<file path="src/rtl/multdiv_pkg.sv">
// Shared types and default constants for the multdiv issue sequencer.
package multdiv_pkg;

  typedef enum logic [1:0] {
    S_IDLE  = 2'd0,
    S_START = 2'd1,
    S_WAIT  = 2'd2,
    S_DONE  = 2'd3
  } mdState_t;

  localparam int unsigned DEF_RSTATUS_REG    = 30;
  localparam int unsigned DEF_MULT_EXC_CODE  = 4;
  localparam int unsigned DEF_DIV_EXC_CODE   = 5;
  localparam int unsigned DEF_TIMEOUT_CYCLES = 64;

endpackage

</file>
<file path="src/rtl/multdiv_issue_ctrl_if.sv">
// Decode issue, multdiv unit and writeback handshakes of the multdiv issue sequencer.
interface multdiv_issue_ctrl_if #(
  parameter int unsigned DATA_W = 32,
  parameter int unsigned REG_W  = 5
);
  logic              issue_valid;
  logic              issue_ready;
  logic              issue_is_div;
  logic [DATA_W-1:0] issue_opA;
  logic [DATA_W-1:0] issue_opB;
  logic [REG_W-1:0]  issue_rd;
  logic [DATA_W-1:0] md_operandA;
  logic [DATA_W-1:0] md_operandB;
  logic              md_ctrl_MULT;
  logic              md_ctrl_DIV;
  logic [DATA_W-1:0] md_result;
  logic              md_exception;
  logic              md_resultRDY;
  logic              wb_valid;
  logic              wb_ready;
  logic [REG_W-1:0]  wb_rd;
  logic [DATA_W-1:0] wb_data;
  logic              busy;

  modport master (
    input  issue_valid, issue_is_div, issue_opA, issue_opB, issue_rd,
    input  md_result, md_exception, md_resultRDY, wb_ready,
    output issue_ready, md_operandA, md_operandB, md_ctrl_MULT, md_ctrl_DIV,
    output wb_valid, wb_rd, wb_data, busy
  );

  modport slave (
    output issue_valid, issue_is_div, issue_opA, issue_opB, issue_rd,
    output md_result, md_exception, md_resultRDY, wb_ready,
    input  issue_ready, md_operandA, md_operandB, md_ctrl_MULT, md_ctrl_DIV,
    input  wb_valid, wb_rd, wb_data, busy
  );
endinterface

</file>
<file path="src/rtl/multdiv_issue_ctrl_md_watchdog.sv">
// WAIT-state watchdog: counts WAIT cycles and flags the last permitted one.
module md_watchdog #(
  parameter int unsigned LIMIT = 64
) (
  input  logic clock,
  input  logic reset_n,
  input  logic clear,
  input  logic run,
  output logic expired
);
  localparam int unsigned CW = $clog2(LIMIT + 1);

  logic [CW-1:0] count;

  // expired is seen during the LIMIT-th WAIT cycle so DONE follows exactly LIMIT cycles of WAIT
  assign expired = run && (count == CW'(LIMIT - 1));

  always_ff @(posedge clock or negedge reset_n) begin
    if (!reset_n) begin
      count <= '0;
    end else if (clear) begin
      count <= '0;
    end else if (run && !expired) begin
      count <= count + CW'(1);
    end
  end
endmodule

</file>
<file path="src/rtl/multdiv_issue_ctrl.sv">
// Execute-stage issue sequencer in front of the multdiv unit.
// Optional WAIT watchdog is enabled by defining MULTDIV_TIMEOUT_EN.
module multdiv_issue_ctrl
  import multdiv_pkg::*;
#(
  parameter int unsigned DATA_W        = 32,
  parameter int unsigned REG_W         = 5,
  parameter int unsigned RSTATUS_REG   = DEF_RSTATUS_REG,
  parameter int unsigned MULT_EXC_CODE = DEF_MULT_EXC_CODE,
  parameter int unsigned DIV_EXC_CODE  = DEF_DIV_EXC_CODE
`ifdef MULTDIV_TIMEOUT_EN
  , parameter int unsigned TIMEOUT_CYCLES = DEF_TIMEOUT_CYCLES
`endif
) (
  input logic clock,
  input logic reset_n,
  multdiv_issue_ctrl_if.master bus
);
  // state   | meaning
  // S_IDLE  | ready for an op from decode
  // S_START | one-cycle start pulse to multdiv
  // S_WAIT  | waiting for md_resultRDY
  // S_DONE  | result held for writeback
  mdState_t          state;
  logic [DATA_W-1:0] opA, opB, wbData;
  logic [REG_W-1:0]  rd, wbRd;
  logic              isDiv, ctrlMult, ctrlDiv, timeout;

`ifdef MULTDIV_TIMEOUT_EN
  md_watchdog #(.LIMIT(TIMEOUT_CYCLES)) uWatchdog (
    .clock   (clock),
    .reset_n (reset_n),
    .clear   (state == S_START),
    .run     (state == S_WAIT),
    .expired (timeout)
  );
`else
  assign timeout = 1'b0;
`endif

  always_ff @(posedge clock or negedge reset_n) begin
    if (!reset_n) begin
      state    <= S_IDLE;
      opA      <= '0;
      opB      <= '0;
      rd       <= '0;
      isDiv    <= 1'b0;
      ctrlMult <= 1'b0;
      ctrlDiv  <= 1'b0;
      wbRd     <= '0;
      wbData   <= '0;
    end else begin
      ctrlMult <= 1'b0;
      ctrlDiv  <= 1'b0;
      case (state)
        S_IDLE: if (bus.issue_valid) begin
          opA      <= bus.issue_opA;
          opB      <= bus.issue_opB;
          rd       <= bus.issue_rd;
          isDiv    <= bus.issue_is_div;
          ctrlMult <= ~bus.issue_is_div;
          ctrlDiv  <= bus.issue_is_div;
          state    <= S_START;
        end
        S_START: state <= S_WAIT;
        // a real result wins over a watchdog expiry in the same cycle
        S_WAIT: if (bus.md_resultRDY || timeout) begin
          if (bus.md_resultRDY && !bus.md_exception) begin
            wbRd   <= rd;
            wbData <= bus.md_result;
          end else begin
            wbRd   <= REG_W'(RSTATUS_REG);
            wbData <= isDiv ? DATA_W'(DIV_EXC_CODE) : DATA_W'(MULT_EXC_CODE);
          end
          state <= S_DONE;
        end
        S_DONE: if (bus.wb_ready) state <= S_IDLE;
        default: state <= S_IDLE;
      endcase
    end
  end

  assign bus.issue_ready  = (state == S_IDLE);
  assign bus.busy         = (state != S_IDLE);
  assign bus.wb_valid     = (state == S_DONE);
  assign bus.md_operandA  = opA;
  assign bus.md_operandB  = opB;
  assign bus.md_ctrl_MULT = ctrlMult;
  assign bus.md_ctrl_DIV  = ctrlDiv;
  assign bus.wb_rd        = wbRd;
  assign bus.wb_data      = wbData;
endmodule

</file>
<file path="src/flat_wrapper.sv">
// flat-port wrapper written by rule: the top's interface ports become plain ports
module multdiv_issue_ctrl_flat import multdiv_pkg::*;
#(
  parameter int unsigned DATA_W        = 32,
  parameter int unsigned REG_W         = 5,
  parameter int unsigned RSTATUS_REG   = DEF_RSTATUS_REG,
  parameter int unsigned MULT_EXC_CODE = DEF_MULT_EXC_CODE,
  parameter int unsigned DIV_EXC_CODE  = DEF_DIV_EXC_CODE

)
  (clock, reset_n, bus_issue_valid, bus_issue_is_div, bus_issue_opA, bus_issue_opB, bus_issue_rd, bus_md_result, bus_md_exception, bus_md_resultRDY, bus_wb_ready, bus_issue_ready, bus_md_operandA, bus_md_operandB, bus_md_ctrl_MULT, bus_md_ctrl_DIV, bus_wb_valid, bus_wb_rd, bus_wb_data, bus_busy);
  multdiv_issue_ctrl_if #(.DATA_W(DATA_W), .REG_W(REG_W)) bus_i ();
  input logic clock;
  input logic reset_n;
  input wire logic [$bits(bus_i.issue_valid)-1:0] bus_issue_valid;
  input wire logic [$bits(bus_i.issue_is_div)-1:0] bus_issue_is_div;
  input wire logic [$bits(bus_i.issue_opA)-1:0] bus_issue_opA;
  input wire logic [$bits(bus_i.issue_opB)-1:0] bus_issue_opB;
  input wire logic [$bits(bus_i.issue_rd)-1:0] bus_issue_rd;
  input wire logic [$bits(bus_i.md_result)-1:0] bus_md_result;
  input wire logic [$bits(bus_i.md_exception)-1:0] bus_md_exception;
  input wire logic [$bits(bus_i.md_resultRDY)-1:0] bus_md_resultRDY;
  input wire logic [$bits(bus_i.wb_ready)-1:0] bus_wb_ready;
  output wire logic [$bits(bus_i.issue_ready)-1:0] bus_issue_ready;
  output wire logic [$bits(bus_i.md_operandA)-1:0] bus_md_operandA;
  output wire logic [$bits(bus_i.md_operandB)-1:0] bus_md_operandB;
  output wire logic [$bits(bus_i.md_ctrl_MULT)-1:0] bus_md_ctrl_MULT;
  output wire logic [$bits(bus_i.md_ctrl_DIV)-1:0] bus_md_ctrl_DIV;
  output wire logic [$bits(bus_i.wb_valid)-1:0] bus_wb_valid;
  output wire logic [$bits(bus_i.wb_rd)-1:0] bus_wb_rd;
  output wire logic [$bits(bus_i.wb_data)-1:0] bus_wb_data;
  output wire logic [$bits(bus_i.busy)-1:0] bus_busy;
  assign bus_i.issue_valid = bus_issue_valid;
  assign bus_i.issue_is_div = bus_issue_is_div;
  assign bus_i.issue_opA = bus_issue_opA;
  assign bus_i.issue_opB = bus_issue_opB;
  assign bus_i.issue_rd = bus_issue_rd;
  assign bus_i.md_result = bus_md_result;
  assign bus_i.md_exception = bus_md_exception;
  assign bus_i.md_resultRDY = bus_md_resultRDY;
  assign bus_i.wb_ready = bus_wb_ready;
  assign bus_issue_ready = bus_i.issue_ready;
  assign bus_md_operandA = bus_i.md_operandA;
  assign bus_md_operandB = bus_i.md_operandB;
  assign bus_md_ctrl_MULT = bus_i.md_ctrl_MULT;
  assign bus_md_ctrl_DIV = bus_i.md_ctrl_DIV;
  assign bus_wb_valid = bus_i.wb_valid;
  assign bus_wb_rd = bus_i.wb_rd;
  assign bus_wb_data = bus_i.wb_data;
  assign bus_busy = bus_i.busy;
  multdiv_issue_ctrl #(.DATA_W(DATA_W), .REG_W(REG_W), .RSTATUS_REG(RSTATUS_REG), .MULT_EXC_CODE(MULT_EXC_CODE), .DIV_EXC_CODE(DIV_EXC_CODE)) u_core (.clock(clock), .reset_n(reset_n), .bus(bus_i));
endmodule
</file>
<file path="config.mk">
export PLATFORM = sky130hd
export DESIGN_NAME = multdiv_issue_ctrl_flat
export DESIGN_NICKNAME = d
export VERILOG_FILES = /design/src/rtl/multdiv_pkg.sv /design/src/rtl/multdiv_issue_ctrl_if.sv /design/src/rtl/multdiv_issue_ctrl_md_watchdog.sv /design/src/rtl/multdiv_issue_ctrl.sv /design/src/flat_wrapper.sv
export SDC_FILE = /design/constraint.sdc
export NUM_CORES = 1
export LEC_CHECK = 0
export ABC_AREA = 0
export CAP_MARGIN = 20
export CELL_PAD_IN_SITES_DETAIL_PLACEMENT = 1
export CELL_PAD_IN_SITES_GLOBAL_PLACEMENT = 1
export CORE_MARGIN = 3
export CORE_UTILIZATION = 45
export CTS_BUF_LIST = sky130_fd_sc_hd__clkbuf_4
export DETAILED_ROUTE_END_ITERATION = 8
export DONT_BUFFER_PORTS = 1
export MAX_ROUTING_LAYER = met4
export PLACE_DENSITY_LB_ADDON = 0.15
export SLEW_MARGIN = 0
export SYNTH_ARGS = -nofsm -noshare
export SYNTH_HDL_FRONTEND = slang
export SYNTH_SLANG_ARGS = --single-unit
</file>
<file path="constraint.sdc">
create_clock -name clock -period 1.65 [get_ports clock]
set_input_delay 0.2475 -clock clock [delete_from_list [all_inputs] [get_ports clock]]
set_output_delay 0.2475 -clock clock [all_outputs]
set_load 0.005 [all_outputs]
</file>
==> results of run 1 <==
cells by family after synthesis:
logic type | after synthesis | share of synthesized area [%]
flops | 111 | 64.3
buf+inv | 25 | 2.46
fa+ha+maj | 4 | 1.16
simple gates | 78 | 8.64
mux | 72 | 18.7
compound gates | 39 | 4.69
per-stage QoR:
step	setup slack, ps	cell area [sq um]	cells	hold WS [ps]
detailed placement	-30.4	4490	444	-45.4
global placement	75.2	4490	444	-45.7
floorplan	94.1	4320	329	-48.1
==> insert_results.sql, run 1 <==
INSERT INTO impl_metrics (metric_group, metric, value, unit) VALUES
('cts', 'number_of_buffers_added_by_the_clock_tree_synthesis_step', '9', ''),
('logic_synthesis', 'predominant_post_synthesis_flop_cell', 'dfrtp_1', ''),
('logic_synthesis', 'synth_top_cell_by_area', 'dfrtp_1', ''),
('status', 'status', 'aborted with a tool error', ''),
('logic_synthesis', 'share_of_synthesized_area_occupied_by_flip_flops_and_latches', '64.3', '%'),
('placement', 'place.detailed.hpwl', '6510', 'um'),
('logic_synthesis', 'most_common_cell_in_the_synthesized_netlist', 'dfrtp_1', ''),
('logic_synthesis', 'net_count_after_synthesis', '441', ''),
('die', 'io_pins', '214', ''),
('die', 'floorplan.rows', '35', ''),
('cts', 'cts_repair_resize_count', '2', ''),
('logic_synthesis', 'synthesized_netlist_cell_count', '329', ''),
('status', 'failed_stage', '4_1_cts', ''),
('cts', 'cts_max_level', '3', ''),
('die', 'fp.dieH', '104', 'um'),
('cts', 'clock_sink_count', '111', ''),
('logic_synthesis', 'post_synth_most_frequent_cells', 'dfrtp_1, mux2_2, nand2_1', ''),
('cts', 'clk_root_buffer_cell', 'clkbuf_4', ''),
('die', 'initial_utilization', '46.5', '%'),
('logic_synthesis', 'netlist_area', '4320', 'sq um'),
('cts', 'number_of_buffers_on_the_longest_clock_path', '2', ''),
('cts', 'post-cts-setup-buffer-count', '0', ''),
('logic_synthesis', 'synthesis.area_per_instance', '13.1', 'sq um'),
('logic_synthesis', 'synth_cell_types', '15', ''),
('logic_synthesis', 'yosys_warnings', '0', ''),
('logic_synthesis', 'ys_ff_latch', '111', ''),
('placement', 'numPortBuffers', '0', ''),
('status', 'stop_error', '[ERROR RSZ-0060] Max buffer count reached.', ''),
('logic_synthesis', 'synth_top_area_share', '64.3', '%'),
('logic_synthesis', 'synth-edff-count', '0', ''),
('logic_synthesis', 'post_synth_main_area_contributors', 'dfrtp_1, mux2_2, nand2b_1', ''),
('cts', 'postCtsHoldBufs', '101', ''),
('placement', 'routabilityCongestion', '0.756', ''),
('logic_synthesis', 'synth_async_sr_flop_share', '100', '%'),
('die', 'die_span_x', '104', 'um');
==> inputs of run 2 (changes only) <==
CELL_PAD_IN_SITES_DETAIL_PLACEMENT = default   (was 1)
CELL_PAD_IN_SITES_GLOBAL_PLACEMENT = default   (was 1)
CORE_UTILIZATION = 40   (was 45)
CTS_BUF_LIST = default   (was sky130_fd_sc_hd__clkbuf_4)
MAX_ROUTING_LAYER = default   (was met4)
clock period = 2.15 ns   (was 1.65 ns; I/O delays follow)
==> run 2 against run 1 <==
  * The flow now finishes, with violations (negative hold slack)
  * Synthesized area did not move
  * Synthesized cell count did not move
==> insert_results.sql, run 2 <==
INSERT INTO impl_metrics (metric_group, metric, value, unit) VALUES
('logic_synthesis', 'synthesis.area_per_instance', '13.1', 'sq um'),
('timing', 'worst-slew-pin-transition', '461', 'ps'),
('setup_path', 'cp_data_required_time', '2400', 'ps'),
('detailed_routing', 'drt_iter0_markers', '110', ''),
('cts', 'cts_repair_resize_count', '0', ''),
('finish', 'final_layout_size_suffix_gt1_share', '27.5', '%'),
('logic_synthesis', 'post_synth_most_frequent_cells', 'dfrtp_1, mux2_2, nand2_1', ''),
('timing', 'hold_violations', '111', ''),
('timing', 'fin_crit_sh', '81.6', '%'),
('grt', 'grt_first_pass_wirelength', '13100', 'um'),
('setup_path', 'worst_path_max_delay_cell', 'a222oi_1', ''),
('cts', 'cts_max_level', '3', ''),
('logic_synthesis', 'synth_cell_types', '15', ''),
('pwr', 'power_per_cell_area', '1420', 'nW/um^2'),
('grt', 'overall_fraction_of_global_route_tracks_in_use', '14.3', '%'),
('logic_synthesis', 'share_of_synthesized_area_occupied_by_flip_flops_and_latches', '64.3', '%'),
('placement', 'routabilityCongestion', '0.644', ''),
('detailed_routing', 'avgViaCountPerCell', '5.06', ''),
('logic_synthesis', 'synth_async_sr_flop_share', '100', '%'),
('placement', 'place.detailed.hpwl', '6270', 'um'),
('detailed_routing', 'routed_wire_length_per_instance', '19.2', 'um'),
('status', 'failed_checks', 'negative hold slack', ''),
('die', 'core_region_area', '10400', 'sq um'),
('timing', 'fmax', '570', 'MHz'),
('timing', 'timing.final.crit_period', '1750', 'ps'),
('setup_path', 'cp_num_cells', '4', ''),
('cts', 'clock_sink_count', '111', ''),
('logic_synthesis', 'synthesized_netlist_cell_count', '329', ''),
('detailed_routing', 'detail_route.wirelength', '8960', 'um'),
('status', 'status', 'finished, violations left', ''),
('logic_synthesis', 'synth_top_area_share', '64.3', '%'),
('logic_synthesis', 'most_common_cell_in_the_synthesized_netlist', 'dfrtp_1', ''),
('logic_synthesis', 'netlist_area', '4320', 'sq um'),
('timing', 'slew_viol_final', '0', ''),
('logic_synthesis', 'post_synth_main_area_contributors', 'dfrtp_1, mux2_2, nand2b_1', ''),
('cts', 'number_of_buffers_on_the_longest_clock_path', '2', ''),
('die', 'die_span_x', '110', 'um'),
('pwr', 'vdd_ir_drop_max', '0.542', 'mV'),
('setup_path', 'data_arrival_critical_path', '2010', 'ps'),
('finish', 'commonest_cells_after_routing_fill_and_taps_aside', 'dfrtp_1, mux2_2, nand2_1, o21ai_0, nand2b_1', ''),
('setup_path', 'reg2regPathDepth', '4', ''),
('placement', 'numPortBuffers', '0', ''),
('timing', 'rsz0062_at_grt', 'no', ''),
('setup_path', 'worst_setup_path_start_kind', 'flop', ''),
('logic_synthesis', 'yosys_warnings', '0', ''),
('pwr', 'static-leakage-power', '2.10', 'nW'),
('grt', 'gr-total-overflow', '0', ''),
('cts', 'clk_latency', '360', 'ps'),
('placement', 'placed_cells', '450', ''),
('grt', 'maximum_number_of_pins_on_one_net_before_global_route_repair', '112', ''),
('detailed_routing', 'drt_pass1_iterations', '4', ''),
('die', 'fp.dieH', '110', 'um'),
('grt', 'first_global_vias', '2539', ''),
('pwr', 'post-layout-total-power', '0.00665', 'W'),
('run', 'max_cap_viols', '0', ''),
('timing', 'finalClockSkew', '11.4', 'ps'),
('cts', 'clk_root_buffer_cell', 'clkbuf_8', ''),
('detailed_routing', 'remaining_antenna_violation_count_after_routing', '0', ''),
('logic_synthesis', 'ys_ff_latch', '111', ''),
('setup_path', 'timing.critical_path.cells', 'inv_1 -> ha_1 -> a222oi_1 -> mux2_1', ''),
('detailed_routing', 'drc', '0', ''),
('finish', 'antenna_cells', '0', ''),
('setup_path', 'crit_path_max_fanout', '5', ''),
('setup_path', 'timing.critical_path.to_type', 'flop', ''),
('cts', 'tritoncts_clock_tree', 'done', ''),
('logic_synthesis', 'predominant_post_synthesis_flop_cell', 'dfrtp_1', ''),
('die', 'fp.dieArea', '12100', 'sq um'),
('logic_synthesis', 'synth-edff-count', '0', ''),
('setup_path', 'buffers_inverters_on_critical_path', '1', ''),
('finish', 'finish.net_count', '438', ''),
('timing', 'finalSetupTns', '0', 'ps'),
('setup_path', 'crit_start', 'u_core.state[0]', ''),
('hold_path', 'hold_path_class', 'in2async', ''),
('setup_path', 'flop2flop_setup_slack', '400', 'ps'),
('setup_path', 'critical-path-top-delay-family', 'compound AO/OA/AOI/OAI gates', ''),
('setup_path', 'source_of_the_worst_register_to_register_timing_path', 'u_core.state[0]', ''),
('logic_synthesis', 'synth_top_cell_by_area', 'dfrtp_1', ''),
('finish', 'syn2layout_area_growth', '8.43', '%'),
('setup_path', 'critical-path-max-stage-delay', '500', 'ps'),
('finish', 'final_cell_count_no_fill', '467', ''),
('die', 'io_pins', '214', ''),
('cts', 'postCtsHoldBufs', '1', ''),
('logic_synthesis', 'net_count_after_synthesis', '441', ''),
('die', 'initial_utilization', '41.5', '%'),
('timing', 'relSlewSlack', '69.3', '%'),
('grt', 'grt_antenna_before_repair', '0', ''),
('finish', 'layout_commonest_cell', 'dfrtp_1', ''),
('timing', 'setup_viol_count_final', '0', ''),
('cts', 'clkSlewWorstSetupHoldPaths', '100', 'ps'),
('setup_path', 'setup.worst_path.class', 'reg2reg', ''),
('detailed_routing', 'via_count', '2361', ''),
('die', 'floorplan.rows', '37', ''),
('timing', 'hold_slack', '-361', 'ps'),
('cts', 'number_of_buffers_added_by_the_clock_tree_synthesis_step', '9', '');
-- run 2: worst paths after layout --
kind,to
worst max-delay path,u_core.state[1]
worst min-delay path,u_core.bus.md_operandA[10]
worst max register to register,u_core.state[1]
worst min register to register,u_core.rd[3]
max in group asynchronous,u_core.bus.wb_data[22]
min in group clock,u_core.bus.wb_data[14]
-- run 2: timing repair --
action / 4_1_cts / 5_1_grt
buffers inserted: 0 / 0
setup endpoints to repair: 0 / 0
endpoints found under the hold margin: 112 / 111
-- run 2: metrics by stage --
step | utilization, % | instance area, sq um | setup WS (ps) | hold slack (ps)
finish | 44.9 | 4680 | 396 | -361
global route | 44.9 | 4680 | 261 | -395
CTS | 44.9 | 4680 | 373 | -388
detailed placement | 43.0 | 4480 | 389 | 28.8
global placement | 43.0 | 4480 | 479 | 29.0
floorplan | - | 4320 | 594 | 26.9
-- run 2: layout make-up --
type                       count  area (sq um)
clock buffer                  11           151
clock inverter                 5          38.8
fill                         954          5730
inverter                       6          22.5
multi-input combinational    193          1440
sequential                   111          2780
tap                          136           170
timing repair buffer           5          77.6
-- run 2: worst register-to-register path, stage by stage, from the launching register on --
cell and delay, ps:
dfrtp_1 380, inv_1 90, ha_1 310, a222oi_1 500
mux2_1 370
-- run 2: cells by family (layout without fill, tap and decap cells) --
logic type | Yosys count | in the layout | synth area share [%]
compound gates | 39 | 39 | 4.69
fa+ha+maj | 4 | 4 | 1.16
buf+inv | 25 | 27 | 2.46
flops | 111 | 111 | 64.3
mux | 72 | 72 | 18.7
simple gates | 78 | 78 | 8.64
-- run 2: layer usage --
metal / track usage (%) / vias to the layer above / part of all wire (%)
met5: 0 / - / 0
met4: 6.68 / 0 / 1.6
met3: 5.81 / 10 / 10
li1: - / 1081 / -
met2: 24.0 / 106 / 52
met1: 15.8 / 1164 / 36
-- run 2: where the power goes --
| group | total, W | leakage [nW] | internal (W) | switching [W] |
|---|---|---|---|---|
| Clock | 0.00120 | 0.0963 | 0.000495 | 0.000709 |
| Combinational | 0.00156 | 0.650 | 0.000917 | 0.000648 |
| Sequential | 0.00389 | 1.36 | 0.00309 | 0.000796 |
Note: power is estimated with default switching activity, not from simulation.
==> inputs of run 3 (changes only) <==
clock period = 1.7 ns   (was 2.15 ns; I/O delays follow)
==> run 3 against run 2 <==
  * Final area grew 6.8%
  * Combinational power grew 37%
  * Fmax grew 8.6%
  * Highest routed layer unchanged
  * Sequential power grew 26%
  * Cell count grew 6.0%
  * Count of clock-buffer cells in the layout shrank 1
  * Worst setup slack lost 310 ps
  * Clock skew shrank 0.83 ps
  * Sequential share of layout area shrank 3.8 points
  * Global-route usage is essentially flat
  * The run still ends with negative hold slack left
  * Largest power group unchanged
==> insert_results.sql, run 3 (same netlist as run 2, synthesis figures left out) <==
INSERT INTO impl_metrics (metric_group, metric, value, unit) VALUES
('timing', 'setup_viol_count_final', '0', ''),
('finish', 'final_layout_size_suffix_gt1_share', '27.0', '%'),
('pwr', 'power_per_cell_area', '1760', 'nW/um^2'),
('setup_path', 'cp_data_required_time', '1950', 'ps'),
('detailed_routing', 'via_count', '2478', ''),
('cts', 'number_of_buffers_on_the_longest_clock_path', '2', ''),
('finish', 'finish.net_count', '466', ''),
('pwr', 'vdd_ir_drop_max', '0.697', 'mV'),
('setup_path', 'setup.worst_path.class', 'reg2reg', ''),
('timing', 'hold_slack', '-432', 'ps'),
('run', 'max_cap_viols', '0', ''),
('grt', 'global_routing_met1_resource_utilization', '17.0', '%'),
('setup_path', 'worst_setup_path_start_kind', 'flop', ''),
('status', 'failed_checks', 'negative hold slack', ''),
('die', 'io_pins', '214', ''),
('detailed_routing', 'remaining_antenna_violation_count_after_routing', '0', ''),
('detailed_routing', 'drc', '0', ''),
('detailed_routing', 'drt_iter0_markers', '154', ''),
('cts', 'clkSlewWorstSetupHoldPaths', '100', 'ps'),
('finish', 'syn2layout_area_growth', '15.9', '%'),
('die', 'core_region_area', '10400', 'sq um'),
('placement', 'post-place-ws', '45.0', 'ps'),
('detailed_routing', 'routed_wire_length_per_instance', '18.6', 'um'),
('timing', 'timing.final.crit_period', '1610', 'ps'),
('finish', 'antenna_cells', '0', ''),
('grt', 'first_global_vias', '2466', ''),
('grt', 'maximum_number_of_pins_on_one_net_before_global_route_repair', '112', ''),
('detailed_routing', 'avgViaCountPerCell', '5.01', ''),
('hold_path', 'hold_path_class', 'in2async', ''),
('cts', 'clk_root_buffer_cell', 'clkbuf_8', ''),
('timing', 'fmax', '619', 'MHz'),
('cts', 'clock_sink_count', '111', ''),
('grt', 'top_usage_layer', 'met2', ''),
('setup_path', 'data_arrival_critical_path', '1870', 'ps'),
('die', 'fp.dieH', '110', 'um'),
('cts', 'tritoncts_clock_tree', 'done', ''),
('grt', 'grt_first_pass_wirelength', '13000', 'um'),
('setup_path', 'crit_path_max_fanout', '4', ''),
('timing', 'setup_ws', '85.6', 'ps'),
('timing', 'finalSetupTns', '0', 'ps'),
('detailed_routing', 'detail_route.wirelength', '9200', 'um'),
('finish', 'layout_commonest_cell', 'dfrtp_1', ''),
('detailed_routing', 'drt_pass1_iterations', '6', ''),
('grt', 'gr-usage-met2', '23.1', '%'),
('timing', 'finalClockSkew', '10.5', 'ps'),
('die', 'floorplan.rows', '37', ''),
('placement', 'routabilityCongestion', '0.682', ''),
('timing', 'rsz0062_at_grt', 'no', ''),
('placement', 'numPortBuffers', '0', ''),
('placement', 'place.detailed.hpwl', '6370', 'um'),
('timing', 'slew_viol_final', '0', ''),
('pwr', 'static-leakage-power', '2.25', 'nW'),
('timing', 'worst-slew-pin-transition', '279', 'ps'),
('grt', 'overall_fraction_of_global_route_tracks_in_use', '14.4', '%'),
('timing', 'hold_violations', '111', ''),
('finish', 'commonest_cells_after_routing_fill_and_taps_aside', 'dfrtp_1, mux2_2, nand2_1, o21ai_0, nand2b_1', ''),
('die', 'fp.dieArea', '12100', 'sq um'),
('timing', 'fin_crit_sh', '95.0', '%'),
('finish', 'fillerInstances', '959', ''),
('grt', 'grt_antenna_before_repair', '0', ''),
('status', 'status', 'finished, violations left', ''),
('timing', 'relSlewSlack', '81.4', '%'),
('die', 'die_span_x', '110', 'um'),
('cts', 'number_of_buffers_added_by_the_clock_tree_synthesis_step', '9', ''),
('setup_path', 'timing.critical_path.to_type', 'flop', ''),
('die', 'initial_utilization', '41.5', '%'),
('cts', 'cts_max_level', '3', ''),
('cts', 'clk_latency', '370', 'ps'),
('grt', 'global_route.usage.met3', '5.81', '%'),
('grt', 'gr-total-overflow', '0', '');
==> run 3: power breakdown <==
group	internal (W)	switching, W
logic	0.00129	0.000859
registers	0.00391	0.00100
clock network	0.000879	0.000895
==> run 3: area by class of cell <==
class,count,area (sq um),share of cell area (%)
inverter,6,22.5,0.450
sequential,111,2780,55.5
clock buffer,10,138,2.75
timing repair buffer,33,358,7.15
tap,136,170,3.40
clock inverter,6,90.1,1.80
multi-input combinational,193,1450,28.9
==> run 3: critical path: stages, from the launching register on <==
cell,delay (ps)
dfrtp_1,360
inv_1,90
ha_2,230
a222oi_1,340
buf_4,180
mux2_1,310
==> run 3: final timing paths <==
check,startpoint,to,slack (ps),cells after the start
max in group asynchronous,reset_n,u_core.state[0],2000,0
max reg2reg,u_core.state[0],u_core.state[1],90,5
min in group clock,bus_md_result[16],u_core.bus.wb_data[16],20,2
min,reset_n,u_core.bus.md_operandA[10],-430,0
min reg2reg,u_core.isDiv,u_core.isDiv,500,1
max,u_core.state[0],u_core.state[1],90,5
==> run 3: repair_timing <==
item | 4_1_cts | 5_1_grt
setup buffers | 0 | 2
resized for setup | 0 | 1
endpoints found under the hold margin | 114 | 132
endpoints found under the setup margin | 0 | 2
hold buffers | 3 | 21
==> run 3: metal layers <==
| metal | share of wire (%) | wire length, um |
|---|---|---|
| met1 | 38 | 3460 |
| met2 | 52 | 4750 |
| met3 | 9.3 | 854 |
| met4 | 1.6 | 144 |
| met5 | 0 | 0 |
==> run 3: per-stage QoR <==
step                      util [%]  std cells  total power, W  area, sq um
after CTS                     45.8        472         0.00889         4770
after global routing          48.0        495         0.00945         5000
after floorplan                  -        329         0.00633         4320
after detailed placement      43.4        453         0.00710         4520
final                         48.0        495         0.00883         5000
after global placement        43.4        453         0.00696         4520
==> inputs of run 4 (changes only) <==
CORE_UTILIZATION = 25   (was 40)
==> run 4 against run 3 <==
  * The run still ends with negative hold slack left
  * Routed wire length up 7.6%
  * Register-to-register slack better by 50 ps
  * Clock skew down 7.0 ps
  * Combinational power down 5%
  * Via count down 4.3%
  * Total power up 2.9%
  * Critical endpoint unchanged
  * Largest cell class unchanged
==> insert_results.sql, run 4 (same netlist as run 2, synthesis figures left out) <==
INSERT INTO impl_metrics (metric_group, metric, value, unit) VALUES
('hold_path', 'hold_path_class', 'in2async', ''),
('finish', 'layout.core_utilization', '29.3', '%'),
('setup_path', 'crit_start', 'u_core.state[1]', ''),
('finish', 'final_layout_size_suffix_gt1_share', '28.0', '%'),
('die', 'fp.dieArea', '18900', 'sq um'),
('setup_path', 'worst_setup_path_start_kind', 'flop', ''),
('finish', 'finish.net_count', '440', ''),
('die', 'initial_utilization', '25.8', '%'),
('setup_path', 'timing.critical_path.to_type', 'flop', ''),
('status', 'status', 'finished, violations left', ''),
('grt', 'grt_antenna_before_repair', '1', ''),
('timing', 'relSlewSlack', '74.3', '%'),
('setup_path', 'source_of_the_worst_register_to_register_timing_path', 'u_core.state[1]', ''),
('die', 'fp.dieH', '137', 'um'),
('cts', 'clock_sink_count', '111', ''),
('timing', 'hold_violations', '111', ''),
('timing', 'slew_viol_final', '0', ''),
('pwr', 'power_per_cell_area', '1850', 'nW/um^2'),
('finish', 'layout_commonest_cell', 'dfrtp_1', ''),
('pwr', 'vdd_ir_drop_max', '0.602', 'mV'),
('grt', 'gr-total-overflow', '0', ''),
('cts', 'clk_latency', '350', 'ps'),
('pwr', 'static-leakage-power', '2.16', 'nW'),
('setup_path', 'setup.worst_path.end', 'u_core.state[1]', ''),
('finish', 'final_cell_count_no_fill', '552', ''),
('detailed_routing', 'avgViaCountPerCell', '4.30', ''),
('die', 'floorplan.rows', '47', ''),
('finish', 'fillerInstances', '1723', ''),
('die', 'core_region_area', '16800', 'sq um'),
('detailed_routing', 'drt_iter0_markers', '108', ''),
('detailed_routing', 'drt_pass1_iterations', '4', ''),
('timing', 'setup_ws', '132', 'ps'),
('detailed_routing', 'routed_wire_length_per_instance', '17.9', 'um'),
('cts', 'cts_max_level', '3', ''),
('grt', 'grt_first_pass_wirelength', '14400', 'um'),
('detailed_routing', 'drc', '0', ''),
('setup_path', 'data_arrival_critical_path', '1800', 'ps'),
('placement', 'numPortBuffers', '0', ''),
('finish', 'antenna_cells', '0', ''),
('status', 'failed_checks', 'negative hold slack', ''),
('cts', 'clk_root_buffer_cell', 'clkbuf_16', ''),
('timing', 'finalSetupTns', '0', 'ps'),
('detailed_routing', 'detail_route.wirelength', '9900', 'um'),
('die', 'die_span_x', '137', 'um'),
('setup_path', 'cp_data_required_time', '1930', 'ps'),
('finish', 'syn2layout_area_growth', '13.7', '%'),
('setup_path', 'reg2regPathDepth', '4', ''),
('timing', 'timing.final.crit_period', '1570', 'ps'),
('cts', 'postCtsHoldBufs', '1', ''),
('timing', 'worst-slew-pin-transition', '386', 'ps'),
('placement', 'place.detailed.hpwl', '7100', 'um'),
('grt', 'overall_fraction_of_global_route_tracks_in_use', '10.1', '%'),
('die', 'io_pins', '214', ''),
('detailed_routing', 'via_count', '2372', ''),
('placement', 'post-place-ws', '128', 'ps'),
('finish', 'commonest_cells_after_routing_fill_and_taps_aside', 'dfrtp_1, mux2_2, nand2_1, o21ai_0, nand2b_1', ''),
('cts', 'clkSlewWorstSetupHoldPaths', '80', 'ps'),
('cts', 'number_of_buffers_added_by_the_clock_tree_synthesis_step', '9', ''),
('cts', 'tritoncts_clock_tree', 'done', ''),
('placement', 'routabilityCongestion', '0.669', ''),
('setup_path', 'crit_path_max_fanout', '3', ''),
('cts', 'number_of_buffers_on_the_longest_clock_path', '2', ''),
('timing', 'fmax', '638', 'MHz'),
('setup_path', 'flop2flop_setup_slack', '130', 'ps'),
('timing', 'fin_crit_sh', '92.2', '%'),
('grt', 'first_global_vias', '2489', ''),
('timing', 'rsz0062_at_grt', 'no', ''),
('setup_path', 'setup.worst_path.class', 'reg2reg', ''),
('placement', 'placed_cells', '535', ''),
('setup_path', 'worst_r2r_endpoint', 'u_core.state[1]', ''),
('timing', 'finalClockSkew', '3.58', 'ps'),
('run', 'max_cap_viols', '0', ''),
('detailed_routing', 'remaining_antenna_violation_count_after_routing', '0', ''),
('timing', 'setup_viol_count_final', '0', ''),
('timing', 'hold_slack', '-406', 'ps'),
('grt', 'maximum_number_of_pins_on_one_net_before_global_route_repair', '112', '');
[run 4: area by class of cell]
class | count | area, sq um | area share (%)
Timing Repair Buffer | 7 | 92.6 | 1.89
Multi-Input combinational cell | 193 | 1450 | 29.5
Inverter | 6 | 22.5 | 0.459
Clock inverter | 6 | 68.8 | 1.40
Sequential cell | 111 | 2780 | 56.6
Tap cell | 220 | 275 | 5.61
Clock buffer | 9 | 225 | 4.59
[run 4: timing repair]
item                                    in CTS  in global routing
endpoints found under the setup margin       0                  1
gates resized for setup                      0                  1
endpoints found under the hold margin      112                111
buffers inserted                             0                  1
[run 4: worst min path at each step]
stage	to	startpoint
4_1_cts	u_core.bus.md_operandB[6]	reset_n
6_report	u_core.bus.md_operandB[6]	reset_n
2_1_floorplan	u_core.bus.md_ctrl_DIV	reset_n
5_1_grt	u_core.bus.md_operandB[3]	reset_n
3_5_place_dp	u_core.bus.md_operandB[6]	reset_n
3_3_place_gp	u_core.bus.md_operandB[6]	reset_n
[run 4: metal layers]
layer | wire (um) | share of wire (%) | global-route usage, % | vias up
li1 | - | - | - | 1097
met3 | 813 | 8.2 | 3.47 | 15
met5 | 13 | 0.13 | 0 | -
met1 | 3790 | 38 | 12.1 | 1155
met2 | 5040 | 51 | 16.0 | 103
met4 | 242 | 2.4 | 5.71 | 2
[run 4: per-stage QoR]
step,power (W),area (sq um)
floorplan,0.00633,4320
global placement,0.00700,4590
detailed placement,0.00710,4590
CTS,0.00929,4900
global route,0.00974,4910
finish,0.00909,4910
[run 4: where the power goes]
group / switching (W) / internal (W) / leakage (nW) / total (W)
clock: 0.000980 / 0.00115 / 0.142 / 0.00213
sequential: 0.00101 / 0.00392 / 1.36 / 0.00493
combinational: 0.000831 / 0.00120 / 0.659 / 0.00203
total: 0.00283 / 0.00626 / 2.16 / 0.00909
[run 4: critical path, stage by stage (launching register included)]
cell and delay, ps:
dfrtp_1 400, buf_4 140, ha_1 200, a222oi_1 350
mux2_1 360
